`config.mk`:
```
export PLATFORM = sky130hd
export DESIGN_NAME = turn_signal_fsm
export DESIGN_NICKNAME = d
export VERILOG_FILES = /design/src/rtl/turn_signal_fsm.sv
export SDC_FILE = /design/constraint.sdc
export NUM_CORES = 1
export LEC_CHECK = 0
export BUFFER_PORTS_ARGS = -buffer_cell sky130_fd_sc_hd__buf_2
export CAP_MARGIN = 5
export CORE_UTILIZATION = 50
export DETAILED_ROUTE_END_ITERATION = 8
export PLACE_DENSITY = 0.76
export SYNTH_ARGS = -nofsm -noshare
export SYNTH_HDL_FRONTEND = slang
export SYNTH_SLANG_ARGS = --single-unit
```
`constraint.sdc`:
```
create_clock -name clk -period 1.7 [get_ports clk]
set_input_delay 0.255 -clock clk [delete_from_list [all_inputs] [get_ports clk]]
set_output_delay 0.255 -clock clk [all_outputs]
set_load 0.1 [all_outputs]
```
`src/rtl/turn_signal_fsm.sv`:
```
// Thunderbird-style turn-signal controller.
//
// Left, right and hazard switches are debounced independently. The debounced
// levels select a mode (IDLE/LEFT/RIGHT/HAZARD) and each mode steps a lamp
// pattern once every TICK_DIV clock cycles.
//
// Parameters:
//   LAMPS           lamps per side (1..8)
//   TICK_DIV        clock cycles per pattern step (>=1)
//   DEBOUNCE_CYCLES consecutive differing samples needed to accept a new level (>=1)
//
// Ports:
//   clk        system clock, rising edge
//   reset      synchronous, active-high reset
//   left_sw    raw left switch
//   right_sw   raw right switch
//   hazard_sw  raw hazard switch
//   la         left lamps, bit0 innermost
//   ra         right lamps, bit0 innermost
//   mode       current state: 0 IDLE, 1 LEFT, 2 RIGHT, 3 HAZARD
module turn_signal_fsm #(
    parameter int LAMPS           = 3,
    parameter int TICK_DIV        = 4,
    parameter int DEBOUNCE_CYCLES = 3
) (
    input  logic             clk,
    input  logic             reset,
    input  logic             left_sw,
    input  logic             right_sw,
    input  logic             hazard_sw,
    output logic [LAMPS-1:0] la,
    output logic [LAMPS-1:0] ra,
    output logic [1:0]       mode
);

    localparam int CW = $clog2(DEBOUNCE_CYCLES + 1);
    localparam int SW = $clog2(LAMPS + 1);
    localparam int TW = (TICK_DIV > 1) ? $clog2(TICK_DIV) : 1;

    localparam logic [CW-1:0] CNT_LAST  = CW'(DEBOUNCE_CYCLES - 1);
    localparam logic [SW-1:0] STEP_LAST = SW'(LAMPS);
    localparam logic [TW-1:0] TICK_LAST = TW'(TICK_DIV - 1);

    typedef enum logic [1:0] {
        IDLE   = 2'd0,
        LEFT   = 2'd1,
        RIGHT  = 2'd2,
        HAZARD = 2'd3
    } state_t;

    state_t          state, state_nxt, req;
    logic [2:0]      raw;
    logic [2:0]      db, db_nxt;
    logic [CW-1:0]   cnt     [3];
    logic [CW-1:0]   cnt_nxt [3];
    logic [SW-1:0]   step, step_nxt;
    logic [TW-1:0]   tick, tick_nxt;
    logic [LAMPS-1:0] fill;

    // index 0 = left, 1 = right, 2 = hazard
    assign raw = {hazard_sw, right_sw, left_sw};

    always_ff @(posedge clk) begin
        if (reset) begin
            state <= IDLE;
            step  <= '0;
            tick  <= '0;
            db    <= '0;
            for (int unsigned i = 0; i < 3; i++) begin
                cnt[i] <= '0;
            end
        end else begin
            state <= state_nxt;
            step  <= step_nxt;
            tick  <= tick_nxt;
            db    <= db_nxt;
            for (int unsigned i = 0; i < 3; i++) begin
                cnt[i] <= cnt_nxt[i];
            end
        end
    end

    // Debounce: the count completes on the DEBOUNCE_CYCLES-th consecutive
    // differing sample, so the level is taken when the old count is one short.
    always_comb begin
        db_nxt = db;
        for (int unsigned i = 0; i < 3; i++) begin
            cnt_nxt[i] = '0;
            if (raw[i] != db[i]) begin
                if (cnt[i] == CNT_LAST) begin
                    db_nxt[i] = raw[i];
                end else begin
                    cnt_nxt[i] = cnt[i] + 1'b1;
                end
            end
        end
    end

    always_comb begin
        if (db[2] || (db[0] && db[1])) begin
            req = HAZARD;
        end else if (db[0]) begin
            req = LEFT;
        end else if (db[1]) begin
            req = RIGHT;
        end else begin
            req = IDLE;
        end
    end

    // A mode change wins over a pending step advance so the new pattern
    // always restarts from all-off.
    always_comb begin
        state_nxt = state;
        step_nxt  = step;
        tick_nxt  = tick;
        if (req != state) begin
            state_nxt = req;
            step_nxt  = '0;
            tick_nxt  = '0;
        end else if (state == IDLE) begin
            step_nxt = '0;
            tick_nxt = '0;
        end else if (tick == TICK_LAST) begin
            tick_nxt = '0;
            if (state == HAZARD) begin
                step_nxt = (step == '0) ? SW'(1) : '0;
            end else begin
                step_nxt = (step == STEP_LAST) ? '0 : step + 1'b1;
            end
        end else begin
            tick_nxt = tick + 1'b1;
        end
    end

    // Fill pattern (1<<step)-1: lamp i lit when i < step.
    always_comb begin
        fill = '0;
        for (int unsigned i = 0; i < LAMPS; i++) begin
            fill[i] = (i < 32'(step));
        end
    end

    always_comb begin
        la = '0;
        ra = '0;
        case (state)
            LEFT:    la = fill;
            RIGHT:   ra = fill;
            HAZARD: begin
                la = {LAMPS{step[0]}};
                ra = {LAMPS{step[0]}};
            end
            default: ;
        endcase
    end

    assign mode = state;

endmodule

```
After elaboration in Yosys (flattened, before gate mapping)
Memories as Yosys holds them, arrays and structs flattened. Index checks and enable logic that the tools add are counted.

Register bits: 9. Latch bits: 0. RAM bits: 6. Bits in read-only memories: 0. Output and inout bits: 8. Word-level logic and storage cells: 59. Memories: 1.

Memory list: cnt (words 3, width 2, rd ports 3, clocked after Yosys merged registers in 0, wr ports 3, line 54) `logic [CW-1:0] cnt [3];`.

Add/sub/neg operators: 5. Multiply operators: 0. Divide/modulo/power cells: 0. Order comparisons: 3. Equality and inequality tests: 12. Shift operators: 0. Multiplexer cells: 20. Bitwise operators: 3. Reductions and logical operators: 9.

Operators with widths (count): 2-bit 2-to-1 mux (14); 2-bit == test, second input constant (7); 3-bit one-hot mux with 2 select lines (2); 2-bit by 1-bit adder with 2-bit output, second input constant (5); 2-bit AND reduction (3); 2-bit zero test (2); 1-bit by 2-bit < comparator with 1-bit output, first input constant (2); 1-bit 2-to-1 mux (4); 4-bit OR reduction (1); 1-bit != test (3); 1-bit bitwise OR (3); 3-bit OR reduction (1); 2-bit by 1-bit == test with 1-bit output, second input constant (1); 2-bit < comparator, first input constant (1); 2-bit != test (1); 1-bit logical AND (1); 1-bit logical OR (1).

Longest topological paths before layout
Depth in word-level cells: 5. Gate-level depth with buffers: 5.

Least setup slack after synthesis
Ideal clock, no wire load.

Path kind: register -> output. From: register state[0], in the netlist mode[0]. To: output ra[1]. Arrival: 3423 ps. Required time: 1445 ps. Setup slack: -1978 ps. Stages on the path, launching flop included: 4. Path buffers: 1. Path through: dfxtp_1 buf_6 nand2_1 a21boi_0.

Word-level cells in the longest chain between the ends: 2. Elaborated cells on any way between the ends: 3. Classes of those cells: 2 x eq/ne; 1 x mux.

Ends and longest elaborated chain: start, declared (line 51) `state_t state, state_nxt, req;`; start signal, assigned (line 73) `state <= state_nxt;`; 2-bit == test (line 147) `case (state)`; 3-bit one-hot mux with 2 select lines * (line 147); end, declared (line 32) `output logic [LAMPS-1:0] ra,`.

Mark *: on every way between the ends. The rest lies on a longest branch, timed or not.

Worst setup path in the final report
From: register step[0]. To: output la[0].

Word-level cells in the longest chain between the ends: 2.

Ends and longest elaborated chain: start, declared (line 56) `logic [SW-1:0] step, step_nxt;`; start signal, assigned (line 74) `step <= step_nxt;`; 1-bit by 2-bit < comparator with 1-bit output (line 140) `fill[i] = (i < 32'(step));`; 3-bit one-hot mux with 2 select lines * (line 147); end, declared (line 31) `output logic [LAMPS-1:0] la,`.

Marks and branches as above.

==> results.json <==
{
  "chipWidth_um": 42.5,
  "fillCellCount": 128,
  "numCtsBuffers": 3,
  "report.final.hold_viol_count": 0,
  "grt_start_max_net_pins": 14,
  "crit_arrival_ns": 1.34,
  "nets": 109,
  "tightest_slew_ns": 0.484,
  "ys_ff_latch": 15,
  "grt_overflow": 0,
  "cp-start-kind": "flip-flop",
  "dieArea_um2": 1810,
  "min_period_ns": 1.60,
  "fin_area_um2": 1060,
  "antenna_left": 0,
  "fin_util": 0.695,
  "dr.pass1.iters": 4,
  "place_ws_ns": 0.258,
  "drc_errors": 0,
  "slew_violations": 0,
  "drt-initial-drc-count": 1,
  "ys_types": 26,
  "yosysSeqAreaShare": 0.366,
  "required_ns": 1.44,
  "antenna_cells": 0,
  "postSynthNetCount": 95,
  "synth_cells": 83,
  "htreeDepth": 1,
  "maxSlewHeadroom": 0.680,
  "rsz0062_at_grt": "false",
  "io_buffers": 12,
  "fin_crit_sh": 0.941,
  "grt_pass1_vias": 477,
  "wl_per_cell_um": 10.8,
  "rows": 14,
  "p_per_area_nw_per_um2": 592,
  "area_growth_pct": 29.1,
  "ir_worst_vdd_mv": 0.764,
  "avgSynthCellArea_um2": 9.89,
  "grt_pass1_wl_um": 2040,
  "grtUsageTotal": 0.151,
  "cts_root_buffer": "clkbuf_4",
  "yosys_warnings": 0,
  "num_vias": 595,
  "start_util": 0.539,
  "synth-edff-count": 0,
  "cts_tree": "done",
  "critPathMaxFanout": 7,
  "status": "finished clean",
  "synth_area_um2": 821,
  "cts.sinks": 15,
  "antenna_found_initial": 0,
  "dp_hpwl_um": 966,
  "clk_pin_slew_worst_paths_ns": 0.10,
  "fin_skew_ns": 0.00853,
  "max_freq_mhz": 625,
  "cts_buffer_depth": 2,
  "drive_gt1_frac": 0.354,
  "dpl_cell_area_um2": 1020,
  "end_kind": "primary output",
  "io_pins": 13,
  "setup_viol": 0,
  "cts_setup_buffers": 0,
  "gp_congestion": 0.720,
  "viasPerCell": 5.31,
  "drv_cap": 0,
  "setup_ws_ns": 0.101,
  "synthFlopType": "dfxtp_1",
  "postSynth.asyncResetShare": 0,
  "wl_um": 1210,
  "clk_latency_ns": 0.28,
  "worst-setup-path-type": "flip-flop to primary output",
  "p_leak_nw": 0.377,
  "worstHoldPathType": "input pin to flip-flop",
  "dieHeight_um": 42.5,
  "core-area_um2": 1520
}
==> stage by stage <==
step / instances / power [W] / TNS [ns] / hold WS [ns]
finish: 112 / 0.000627 / 0 / 0.230
global route: 112 / 0.000655 / 0 / 0.230
CTS: 112 / 0.000637 / 0 / 0.229
detailed placement: 108 / 0.000434 / 0 / 0.406
global placement: 108 / 0.000431 / 0 / 0.399
floorplan: 83 / 0.000422 / -0.0000668 / 0.391
==> worst max-delay path: stages (launching register included) <==
cell	delay, ns
dfxtp_4	0.38
inv_1	0.05
ha_2	0.19
o21ai_1	0.12
and2_4	0.16
buf_12	0.16
==> cell families (layout without fill, tap and decap cells) <==
group / count (synthesis) / after routing / share of synthesized area
XOR/XNOR: 3 / 3 / 0.0320
AND/OR/NAND/NOR: 32 / 32 / 0.210
flip-flops: 15 / 15 / 0.366
adder cells (fa/ha/maj): 7 / 7 / 0.107
multiplexers: 3 / 3 / 0.0366
AO/OA/AOI/OAI: 14 / 14 / 0.189
buffers and inverters: 9 / 22 / 0.0594
==> cell usage in the layout, fill, tap and decap left out <==
cell type | netlist | layout
dfxtp_4 | 0 | 3
nand2b_1 | 5 | 5
ha_2 | 0 | 1
o21bai_4 | 1 | 1
or2_4 | 1 | 1
buf_12 | 0 | 6
ha_1 | 7 | 6
nand3_1 | 2 | 2
mux2i_1 | 3 | 3
nand2_1 | 2 | 2
a221oi_1 | 1 | 1
a21oi_1 | 1 | 1
nor2_1 | 14 | 14
or3_1 | 3 | 3
buf_2 | 0 | 6
nand2_2 | 1 | 1
a311o_1 | 1 | 1
a211o_1 | 1 | 1
o21ai_1 | 0 | 2
inv_1 | 6 | 6
a21oi_2 | 1 | 1
clkinvlp_4 | 0 | 1
a21boi_4 | 0 | 4
and4bb_1 | 1 | 1
dfxtp_2 | 0 | 1
and2_4 | 0 | 2
xnor2_1 | 3 | 3
dfxtp_1 | 15 | 11
clkbuf_4 | 0 | 3
and4bb_2 | 1 | 1
a2111oi_4 | 2 | 2
==> worst paths after layout <==
path             start         to  slack (ns)  depth (start not counted)
max            step[0]      la[0]        0.10                          5
min            left_sw      db[0]        0.23                          3
min reg2reg  cnt[0][2]  cnt[0][2]        0.42                          1
max reg2reg    tick[0]    step[0]        0.41                          4
==> cell usage after synthesis, drive strengths merged (2+ instances only) <==
| cell | number | area [µm²] |
|---|---|---|
| or3 | 3 | 18.8 |
| a21boi | 4 | 30.0 |
| ha | 7 | 87.6 |
| a2111oi | 2 | 55.1 |
| buf | 2 | 22.5 |
| xnor2 | 3 | 26.3 |
| and4bb | 2 | 25.0 |
| mux2i | 3 | 30.0 |
| and2 | 2 | 12.5 |
| a21oi | 2 | 13.8 |
| nand2 | 3 | 13.8 |
| nor2 | 14 | 52.6 |
| o21ai | 2 | 10.0 |
| nand3 | 2 | 10.0 |
| inv | 6 | 22.5 |
| nand2b | 5 | 31.3 |
| dfxtp | 15 | 300 |
==> state kept, by name, summed over array words and instances (netlist names) <==
register,count
db,3
step,2
cnt,6
mode,2
tick,2
==> report_power, final <==
part            total, W  internal [W]  switching (W)  leakage [nW]
Clock           0.000204     0.0000892       0.000115        0.0139
Combinational  0.0000537     0.0000232      0.0000305         0.238
Sequential      0.000370      0.000359      0.0000106         0.125
Total           0.000627      0.000472       0.000156         0.377
==> layer usage <==
metal	wire length [µm]	up-vias	track usage
met5	0	-	0
met3	33	2	0.0388
li1	-	308	-
met2	588	11	0.246
met1	573	274	0.181
met4	14	0	0.0750
==> layout make-up <==
cell class / count / area, µm² / share of cell area
clock inverters: 1 / 7.51 / 0.00708
multi-input cells: 59 / 524 / 0.495
inverters: 6 / 22.5 / 0.0213
clock buffers: 3 / 22.5 / 0.0213
repair buffers: 12 / 150 / 0.142
flip-flops and latches: 15 / 313 / 0.295
well taps: 16 / 20.0 / 0.0189
==> timing repair <==
item / 4_1_cts / 5_1_grt
pin swaps: 0 / 0
endpoints found under the setup margin: 2 / 2
resized for setup: 2 / 6
hold buffers: 0 / 0
Note: power is estimated with default switching activity, not from simulation.
